--- config.mk ---
export PLATFORM = sky130hd
export DESIGN_NAME = ms_apb_master_flat
export DESIGN_NICKNAME = d
export VERILOG_FILES = /design/src/rtl/ms_apb_master_if.sv /design/src/rtl/ms_apb_master.sv /design/src/flat_wrapper.sv
export SDC_FILE = /design/constraint.sdc
export NUM_CORES = 1
export LEC_CHECK = 0
export ABC_AREA = 1
export CAP_MARGIN = 25
export CORE_ASPECT_RATIO = 0.7
export CORE_MARGIN = 2
export CORE_UTILIZATION = 30
export CTS_CLUSTER_DIAMETER = 150
export CTS_CLUSTER_SIZE = 28
export DETAILED_ROUTE_END_ITERATION = 10
export DONT_BUFFER_PORTS = 1
export SLEW_MARGIN = 20
export SYNTH_ARGS = -nofsm -noshare
export SYNTH_HDL_FRONTEND = slang
export SYNTH_SLANG_ARGS = --single-unit
--- constraint.sdc ---
create_clock -name PCLK -period 5.4 [get_ports PCLK]
set_input_delay 1.08 -clock PCLK [delete_from_list [all_inputs] [get_ports PCLK]]
set_output_delay 1.08 -clock PCLK [all_outputs]
set_load 0.1 [all_outputs]
--- src/rtl/ms_apb_master_if.sv ---
// Command/response and APB completer signals of the APB master, bundled so the
// master and the bench share one declaration.
interface ms_apb_master_if;
    logic        cmd_valid;
    logic        cmd_ready;
    logic        cmd_write;
    logic [31:0] cmd_addr;
    logic [31:0] cmd_wdata;
    logic        rsp_valid;
    logic        rsp_ready;
    logic [31:0] rsp_rdata;
    logic        rsp_err;
    logic        PSEL;
    logic        PENABLE;
    logic        PWRITE;
    logic [31:0] PADDR;
    logic [31:0] PWDATA;
    logic [31:0] PRDATA;
    logic        PREADY;
    logic        PSLVERR;
    logic        busy;

    modport master (
        input  cmd_valid, cmd_write, cmd_addr, cmd_wdata, rsp_ready,
        input  PRDATA, PREADY, PSLVERR,
        output cmd_ready, rsp_valid, rsp_rdata, rsp_err,
        output PSEL, PENABLE, PWRITE, PADDR, PWDATA, busy
    );

    modport slave (
        output cmd_valid, cmd_write, cmd_addr, cmd_wdata, rsp_ready,
        output PRDATA, PREADY, PSLVERR,
        input  cmd_ready, rsp_valid, rsp_rdata, rsp_err,
        input  PSEL, PENABLE, PWRITE, PADDR, PWDATA, busy
    );
endinterface

--- src/rtl/ms_apb_master.sv ---
// Single-outstanding APB master: turns one valid/ready command into an APB
// SETUP/ACCESS transfer and returns the result on a valid/ready response port.
module ms_apb_master #(
    parameter logic [15:0] TIMEOUT  = 16'd255,
    parameter logic [31:0] ERR_DATA = 32'hDEADBEEF
) (
    input logic            PCLK,
    input logic            PRESETn,
    ms_apb_master_if.master bus
);

    typedef enum logic [1:0] {
        IDLE   = 2'd0,
        SETUP  = 2'd1,
        ACCESS = 2'd2,
        RESP   = 2'd3
    } state_t;

    state_t      state;
    state_t      next_state;
    logic [15:0] wait_cnt;
    logic [15:0] wait_cnt_next;
    logic        accept;
    logic        done;
    logic        abort;

    logic        cmd_ready_q;
    logic        busy_q;
    logic        psel_q;
    logic        penable_q;
    logic        pwrite_q;
    logic [31:0] paddr_q;
    logic [31:0] pwdata_q;
    logic        rsp_valid_q;
    logic [31:0] rsp_rdata_q;
    logic        rsp_err_q;

    // cmd_ready_q is the registered IDLE flag, so it also masks the reset cycle
    always_comb begin
        next_state    = state;
        wait_cnt_next = wait_cnt;
        accept        = 1'b0;
        done          = 1'b0;
        abort         = 1'b0;
        case (state)
            IDLE: begin
                if (bus.cmd_valid && cmd_ready_q) begin
                    accept        = 1'b1;
                    wait_cnt_next = 16'd0;
                    next_state    = SETUP;
                end
            end
            SETUP: begin
                next_state = ACCESS;
            end
            ACCESS: begin
                if (bus.PREADY) begin
                    done       = 1'b1;
                    next_state = RESP;
                end else begin
                    if (wait_cnt != 16'hFFFF) begin
                        wait_cnt_next = wait_cnt + 16'd1;
                    end
                    if ((TIMEOUT != 16'd0) && (wait_cnt_next >= TIMEOUT)) begin
                        abort      = 1'b1;
                        next_state = RESP;
                    end
                end
            end
            RESP: begin
                if (bus.rsp_ready) begin
                    next_state = IDLE;
                end
            end
            default: begin
                next_state = IDLE;
            end
        endcase
    end

    // Every output is decoded from next_state and registered here
    always_ff @(posedge PCLK or negedge PRESETn) begin
        if (!PRESETn) begin
            state       <= IDLE;
            wait_cnt    <= 16'd0;
            cmd_ready_q <= 1'b0;
            busy_q      <= 1'b0;
            psel_q      <= 1'b0;
            penable_q   <= 1'b0;
            pwrite_q    <= 1'b0;
            paddr_q     <= 32'd0;
            pwdata_q    <= 32'd0;
            rsp_valid_q <= 1'b0;
            rsp_rdata_q <= 32'd0;
            rsp_err_q   <= 1'b0;
        end else begin
            state       <= next_state;
            wait_cnt    <= wait_cnt_next;
            cmd_ready_q <= (next_state == IDLE);
            busy_q      <= (next_state != IDLE);
            psel_q      <= (next_state == SETUP) || (next_state == ACCESS);
            penable_q   <= (next_state == ACCESS);
            rsp_valid_q <= (next_state == RESP);
            if (accept) begin
                pwrite_q <= bus.cmd_write;
                paddr_q  <= bus.cmd_addr;
                pwdata_q <= bus.cmd_write ? bus.cmd_wdata : 32'd0;
            end
            if (done) begin
                rsp_rdata_q <= pwrite_q ? 32'd0 : bus.PRDATA;
                rsp_err_q   <= bus.PSLVERR;
            end else if (abort) begin
                rsp_rdata_q <= pwrite_q ? 32'd0 : ERR_DATA;
                rsp_err_q   <= 1'b1;
            end
        end
    end

    assign bus.cmd_ready = cmd_ready_q;
    assign bus.busy      = busy_q;
    assign bus.PSEL      = psel_q;
    assign bus.PENABLE   = penable_q;
    assign bus.PWRITE    = pwrite_q;
    assign bus.PADDR     = paddr_q;
    assign bus.PWDATA    = pwdata_q;
    assign bus.rsp_valid = rsp_valid_q;
    assign bus.rsp_rdata = rsp_rdata_q;
    assign bus.rsp_err   = rsp_err_q;

endmodule

--- src/flat_wrapper.sv ---
// flat-port wrapper written by rule: the top's interface ports become plain ports
module ms_apb_master_flat 
#(
    parameter logic [15:0] TIMEOUT  = 16'd255,
    parameter logic [31:0] ERR_DATA = 32'hDEADBEEF
)
  (PCLK, PRESETn, bus_cmd_valid, bus_cmd_write, bus_cmd_addr, bus_cmd_wdata, bus_rsp_ready, bus_PRDATA, bus_PREADY, bus_PSLVERR, bus_cmd_ready, bus_rsp_valid, bus_rsp_rdata, bus_rsp_err, bus_PSEL, bus_PENABLE, bus_PWRITE, bus_PADDR, bus_PWDATA, bus_busy);
  ms_apb_master_if bus_i ();
  input logic PCLK;
  input logic PRESETn;
  input wire logic [$bits(bus_i.cmd_valid)-1:0] bus_cmd_valid;
  input wire logic [$bits(bus_i.cmd_write)-1:0] bus_cmd_write;
  input wire logic [$bits(bus_i.cmd_addr)-1:0] bus_cmd_addr;
  input wire logic [$bits(bus_i.cmd_wdata)-1:0] bus_cmd_wdata;
  input wire logic [$bits(bus_i.rsp_ready)-1:0] bus_rsp_ready;
  input wire logic [$bits(bus_i.PRDATA)-1:0] bus_PRDATA;
  input wire logic [$bits(bus_i.PREADY)-1:0] bus_PREADY;
  input wire logic [$bits(bus_i.PSLVERR)-1:0] bus_PSLVERR;
  output wire logic [$bits(bus_i.cmd_ready)-1:0] bus_cmd_ready;
  output wire logic [$bits(bus_i.rsp_valid)-1:0] bus_rsp_valid;
  output wire logic [$bits(bus_i.rsp_rdata)-1:0] bus_rsp_rdata;
  output wire logic [$bits(bus_i.rsp_err)-1:0] bus_rsp_err;
  output wire logic [$bits(bus_i.PSEL)-1:0] bus_PSEL;
  output wire logic [$bits(bus_i.PENABLE)-1:0] bus_PENABLE;
  output wire logic [$bits(bus_i.PWRITE)-1:0] bus_PWRITE;
  output wire logic [$bits(bus_i.PADDR)-1:0] bus_PADDR;
  output wire logic [$bits(bus_i.PWDATA)-1:0] bus_PWDATA;
  output wire logic [$bits(bus_i.busy)-1:0] bus_busy;
  assign bus_i.cmd_valid = bus_cmd_valid;
  assign bus_i.cmd_write = bus_cmd_write;
  assign bus_i.cmd_addr = bus_cmd_addr;
  assign bus_i.cmd_wdata = bus_cmd_wdata;
  assign bus_i.rsp_ready = bus_rsp_ready;
  assign bus_i.PRDATA = bus_PRDATA;
  assign bus_i.PREADY = bus_PREADY;
  assign bus_i.PSLVERR = bus_PSLVERR;
  assign bus_cmd_ready = bus_i.cmd_ready;
  assign bus_rsp_valid = bus_i.rsp_valid;
  assign bus_rsp_rdata = bus_i.rsp_rdata;
  assign bus_rsp_err = bus_i.rsp_err;
  assign bus_PSEL = bus_i.PSEL;
  assign bus_PENABLE = bus_i.PENABLE;
  assign bus_PWRITE = bus_i.PWRITE;
  assign bus_PADDR = bus_i.PADDR;
  assign bus_PWDATA = bus_i.PWDATA;
  assign bus_busy = bus_i.busy;
  ms_apb_master #(.TIMEOUT(TIMEOUT), .ERR_DATA(ERR_DATA)) u_core (.PCLK(PCLK), .PRESETn(PRESETn), .bus(bus_i));
endmodule
; Yosys cells after proc, flatten, opt, wreduce, memory -nomap -nowiden
; Cells that the tools add are included.
[word_totals]
ff_bits = 121
latchBits = 0
mem_bits_rw = 0
romBits = 0
input_bits = 103
output_inout_bits = 103
word_cells = 56
memories = 0
[op_classes]
n_addsub = 1
multipliers = 0
n_div = 0
magnitude_cmp = 1
n_eq_ne = 9
n_shift = 0
n_mux = 25
bitwise_logic = 0
n_reduce_logical = 8
[ops]
columns = op, n
row1 = 32-bit 2-to-1 mux, 5
row2 = 16-bit 2-to-1 mux, 5
row3 = 16-bit case mux with 2 select lines, 1
row4 = "16-bit by 1-bit adder with 16-bit output, second input constant", 1
row5 = "16-bit by 8-bit greater-or-equal comparator with 1-bit output, second input constant", 1
row6 = "16-bit inequality test, second input constant", 1
row7 = 1-bit 2-to-1 mux, 9
row8 = "2-bit == test, second input constant", 4
row9 = 2-bit 2-to-1 mux, 4
row10 = 2-bit case mux with 4 select lines, 1
row11 = 2-bit nonzero test, 3
row12 = "2-bit by 1-bit == test with 1-bit output, second input constant", 2
row13 = 2-bit zero test, 2
row14 = 3-bit AND reduction, 1
row15 = "2-bit by 1-bit inequality test with 1-bit output, second input constant", 1
row16 = "2-bit inequality test, second input constant", 1
row17 = 1-bit logical AND, 1
row18 = 1-bit logical OR, 1

; Longest topological paths before layout
[depth]
ltp_word = 10
ltp_mapped = 17
ltp_nobuf = 17

; Worst setup path after synthesis
; No wires, ideal clock.
[synth_path]
kind = register to register
start = reg u_core.wait_cnt[0]
end = reg u_core.psel_q (netlist: u_core.bus.PSEL)
setup_time_ns = 0.113
arrival_ns = 2.049
t_required_ns = 5.287
slack_ns = 3.238
stages_incl_launch_ff = 18
path_buffers = 1
period_less_slack_ns = 2.162
path_cell_list = dfrtp_1 ha_1 inv_1 nor2_2 nand2_2 inv_2 nand2_2 buf_6 nand2_1 nand2_1 nor2_2 nand4_2 nand2_4 nand2_8 nand2_1 inv_1 ha_1 inv_1
[synth_between]
elab_chain_len = 10
elab_cells_between_ends = 12
classes_between = add/sub: 1 / order compare: 1 / eq/ne: 3 / mux: 6 / reduce/logical: 1
[synth_rtl]
columns = element, line_no
row1 = "start, declared", ms_apb_master.sv:21  ; logic [15:0] wait_cnt;
row2 = "start signal, assigned", ms_apb_master.sv:98  ; wait_cnt <= wait_cnt_next;
row3 = 16-bit by 1-bit adder with 16-bit output / 16-bit inequality test (equally long branches), "ms_apb_master.sv:62, ms_apb_master.sv:61"
row4 = 16-bit 2-to-1 mux *, ms_apb_master.sv:61  ; if (wait_cnt != 16'hFFFF) begin
row5 = 16-bit 2-to-1 mux *, ms_apb_master.sv:57  ; if (bus.PREADY) begin
row6 = 16-bit 2-to-1 mux *, ms_apb_master.sv:45  ; case (state)
row7 = 16-bit by 8-bit greater-or-equal comparator with 1-bit output *, ms_apb_master.sv:64  ; if ((TIMEOUT != 16'd0) && (wait_cnt_next >= TIMEOUT)) begin
row8 = 2-bit 2-to-1 mux *, ms_apb_master.sv:64
row9 = 2-bit 2-to-1 mux *, ms_apb_master.sv:57
row10 = 2-bit case mux with 4 select lines *, ms_apb_master.sv:45
row11 = via u_core.next_state[0], ms_apb_master.sv:20  ; state_t next_state;
row12 = 2-bit by 1-bit == test with 1-bit output / 2-bit == test (equally long branches), ms_apb_master.sv:101  ; psel_q <= (next_state == SETUP) || (next_state == ACCESS);
row13 = 1-bit logical OR *, ms_apb_master.sv:101
row14 = "end signal, assigned", ms_apb_master.sv:101
row15 = "end, declared", ms_apb_master.sv:29  ; logic psel_q;
; The timed path passes the listed nets; every way through them passes the cells marked *. The select of a mux whose other input is x is not followed.
; A chain may end at the register's enable or synchronous reset.

; Worst setup path in the final report
; Ends and elaborated chain as after synthesis.

==> flow_metrics.py <==
metrics = {
    "sta": {
        "slew_violations": 0,
        "max_slew.worst_pin.slew_ns": 0.994,
        "finalSetupTns_ns": 0,
        "max_freq_ghz": 0.361,
        "layout_worst_path_cycle_share_pct": 51.2,
        "clock_skew_ns": 0.00973,
        "fin_crit_ns": 2.77,
        "final_hold_viol_count": 0,
        "rsz0062_at_grt": "false",
        "slew_headroom_pct": 33.7,
        "finalSetupViolCount": 0,
    },
    "global_route": {
        "grt-ovfl-total": 0,
        "grtUsageTotal_pct": 14.9,
        "grt_pass1_wl_um": 21700,
        "grt_max_degree": 122,
        "grt_pass1_vias": 3973,
        "antenna_found_initial": 0,
    },
    "critical_path": {
        "reg2regPathDepth": 16,
        "cp_max_fo": 36,
        "rr_endpoint": "u_core.bus.PSEL$_DFF_PN0_",
        "worstPathArrival_ns": 3.08,
        "start_kind": "flip-flop",
        "critical_path_class": "reg2reg",
        "cp.required_ns": 5.71,
        "rrSetupSlack_ns": 2.63,
        "critPathCaptureType": "flip-flop",
        "reg2reg_from": "u_core.wait_cnt[0]$_DFFE_PN0P_",
    },
    "logic_synthesis": {
        "synth_cells": 688,
        "synth_area_leaders": "dfrtp_1, nand2_1, nor2_1, nand3_1, o21ai_0",
        "synth.top_cell.area_share_pct": 55.6,
        "synth_seq_area_share_pct": 55.6,
        "synthesis.area_mm2": 0.00545,
        "yosys_warnings": 0,
        "synth_cell_type_count": 26,
        "yosysTopAreaCell": "dfrtp_1",
        "ys_seq_elements": 121,
        "avgSynthCellArea_um2": 7.92,
        "syn-num-nets": 794,
    },
    "floorplan": {
        "initial_core_util_pct": 30.4,
        "coreArea_mm2": 0.0179,
        "die_x_um": 165,
        "dieArea_mm2": 0.0193,
        "rows": 41,
        "die_h_um": 117,
        "io_pins": 206,
    },
    "placement": {
        "gp_congestion": 0.888,
        "dpl.hpwl_um": 9840,
        "placed_area_mm2": 0.00562,
        "placed_cells": 892,
        "portBuffers": 0,
    },
    "clock_network": {
        "post_cts_buffers": 0,
        "cts_max_level": 4,
        "clock_path_buffers": 2,
        "cts_tree": "yes",
        "cts.clk_slew.worst_paths_ns": 0.06,
        "cts_buffers": 17,
        "hold_buffers": 0,
        "clock_latency_ns": 0.42,
        "numClockSinks": 121,
        "post_cts_resized": 0,
        "cts-root-buf": "clkbuf_16",
    },
    "hold_path": {
        "hold_class": "in2async",
    },
    "drt": {
        "via_per_inst": 4.74,
        "wl_um": 14400,
        "vias": 4393,
        "drt_iter0_markers": 388,
        "final_antenna_net_count": 0,
        "first_pass_iters": 5,
        "post_drt_wl_per_cell_um": 15.5,
        "drc": 0,
    },
    "final_layout": {
        "final_area_mm2": 0.00627,
        "drive_gt1_share_pct": 7.68,
        "fillCellCount": 1832,
        "syn_to_final_growth_pct": 15.0,
        "nets": 783,
        "diodes": 0,
        "layout.cells.non_filler": 926,
    },
    "run_status": {
        "status": "finished clean",
    },
    "flow_run": {
        "maxCapViolCount": 0,
    },
}
==> Yosys cell counts <==
| cell | n |
|---|---|
| nand2_4 | 1 |
| xor2_1 | 3 |
| ha_1 | 3 |
| nand4_1 | 5 |
| inv_2 | 1 |
| buf_1 | 1 |
| buf_2 | 3 |
| a21oi_1 | 1 |
| nor3_1 | 1 |
| nand2_1 | 300 |
| nand3b_1 | 1 |
| clkbuf_1 | 26 |
| buf_4 | 1 |
| nand2_8 | 1 |
| o22ai_1 | 4 |
| nand3_1 | 50 |
| o21ai_0 | 47 |
| or2_2 | 1 |
| buf_6 | 4 |
| nand2_2 | 4 |
| nand4_2 | 1 |
| nor2_4 | 1 |
| inv_1 | 27 |
| dfrtp_1 | 121 |
| nor2_1 | 75 |
| nor2_2 | 5 |
==> kinds of logic after synthesis <==
family | after synthesis | share of synthesized area, %
fa+ha+maj | 3 | 0.689
simple gates | 446 | 33.4
flops | 121 | 55.6
compound gates | 52 | 4.87
buf+inv | 63 | 5.03
xor+xnor | 3 | 0.482
==> area by class of cell <==
| type | count | area, um2 | share of cell area, % |
|---|---|---|---|
| multi-input cells | 504 | 2170 | 34.6 |
| well taps | 236 | 295 | 4.71 |
| clock inverters | 14 | 185 | 2.96 |
| flip-flops and latches | 121 | 3030 | 48.3 |
| clock buffers | 18 | 429 | 6.85 |
| repair buffers | 5 | 53.8 | 0.859 |
| inverters | 28 | 105 | 1.68 |
==> worst max path at each step <==
stage | startpoint | to | slack, ns | cells after the start
2_1_floorplan | u_core.wait_cnt[0]$_DFFE_PN0P_ | u_core.bus.PSEL$_DFF_PN0_ | 3.24 | 17
3_3_place_gp | u_core.bus.cmd_ready$_DFF_PN0_ | u_core.bus.PADDR[21]$_DFFE_PN0P_ | 2.57 | 4
3_5_place_dp | bus_PREADY | u_core.bus.PSEL$_DFF_PN0_ | 2.57 | 11
4_1_cts | u_core.bus.cmd_ready$_DFF_PN0_ | u_core.bus.PADDR[21]$_DFFE_PN0P_ | 2.62 | 4
5_1_grt | u_core.wait_cnt[0]$_DFFE_PN0P_ | u_core.bus.PSEL$_DFF_PN0_ | 2.35 | 16
6_report | u_core.wait_cnt[0]$_DFFE_PN0P_ | u_core.bus.PSEL$_DFF_PN0_ | 2.63 | 16
==> flip-flops by register name (all words and copies together) (netlist names) <==
register / count
u_core.bus.rsp_rdata: 32
u_core.bus.cmd_ready: 1
u_core.bus.rsp_err: 1
u_core.bus.rsp_valid: 1
u_core.bus.PADDR: 32
u_core.state: 2
u_core.bus.busy: 1
u_core.bus.PWRITE: 1
u_core.bus.PSEL: 1
u_core.wait_cnt: 16
u_core.bus.PENABLE: 1
u_core.bus.PWDATA: 32
==> critical path, stage by stage (launching register included) <==
cell and delay (ns):
dfrtp_1 0.39, ha_1 0.27, inv_1 0.08, nor2_2 0.11, nand2_2 0.10, inv_2 0.08
nand2_2 0.16, nand2_1 0.10, nand2_1 0.08, nor2_2 0.13, nand4_2 0.13, nand2_4 0.29
nand2_8 0.23, nand2_1 0.14, inv_1 0.07, ha_1 0.27, inv_1 0.03
==> through the flow <==
stage	setup slack, ns	hold slack, ns	util, %
floorplan	3.24	0.513	-
global placement	2.57	0.574	31.4
detailed placement	2.57	0.587	31.4
CTS	2.62	0.342	34.8
global route	2.35	0.337	35.0
finish	2.63	0.364	35.0
==> cell usage in the layout (no fill, tap or decap) <==
| cell | Yosys | final |
|---|---|---|
| clkbuf_16 | 0 | 17 |
| o21ai_0 | 47 | 47 |
| nand2_1 | 300 | 300 |
| nand4_1 | 5 | 5 |
| o22ai_1 | 4 | 4 |
| inv_1 | 27 | 27 |
| clkinv_4 | 0 | 5 |
| nor3_1 | 1 | 1 |
| nand3_4 | 0 | 1 |
| dfrtp_2 | 0 | 1 |
| or2_2 | 1 | 1 |
| nor2_1 | 75 | 74 |
| nand4_2 | 1 | 1 |
| nand3_1 | 50 | 49 |
| nand2_2 | 4 | 4 |
| nand3b_1 | 1 | 1 |
| buf_16 | 0 | 1 |
| a21oi_1 | 1 | 1 |
| nand2_8 | 1 | 1 |
| bufinv_16 | 0 | 3 |
| nor2_2 | 5 | 5 |
| xor2_1 | 3 | 3 |
| clkbuf_1 | 26 | 2 |
| nor2_4 | 1 | 2 |
| buf_4 | 1 | 3 |
| ha_1 | 3 | 3 |
| inv_6 | 0 | 5 |
| inv_2 | 1 | 1 |
| dfrtp_1 | 121 | 120 |
| nand2_4 | 1 | 1 |
| clkinvlp_4 | 0 | 1 |
==> per-layer routing <==
metal | vias up | global-route usage, % | share of wire, %
met1 | 2026 | 20.1 | 45
met5 | - | 0 | 0
met4 | 0 | 5.04 | 0.90
met2 | 206 | 20.2 | 41
met3 | 13 | 7.82 | 13
li1 | 2148 | - | -
Power is not shown: default switching activity piles up to over one toggle a cycle in this logic, so the estimate is an artifact.
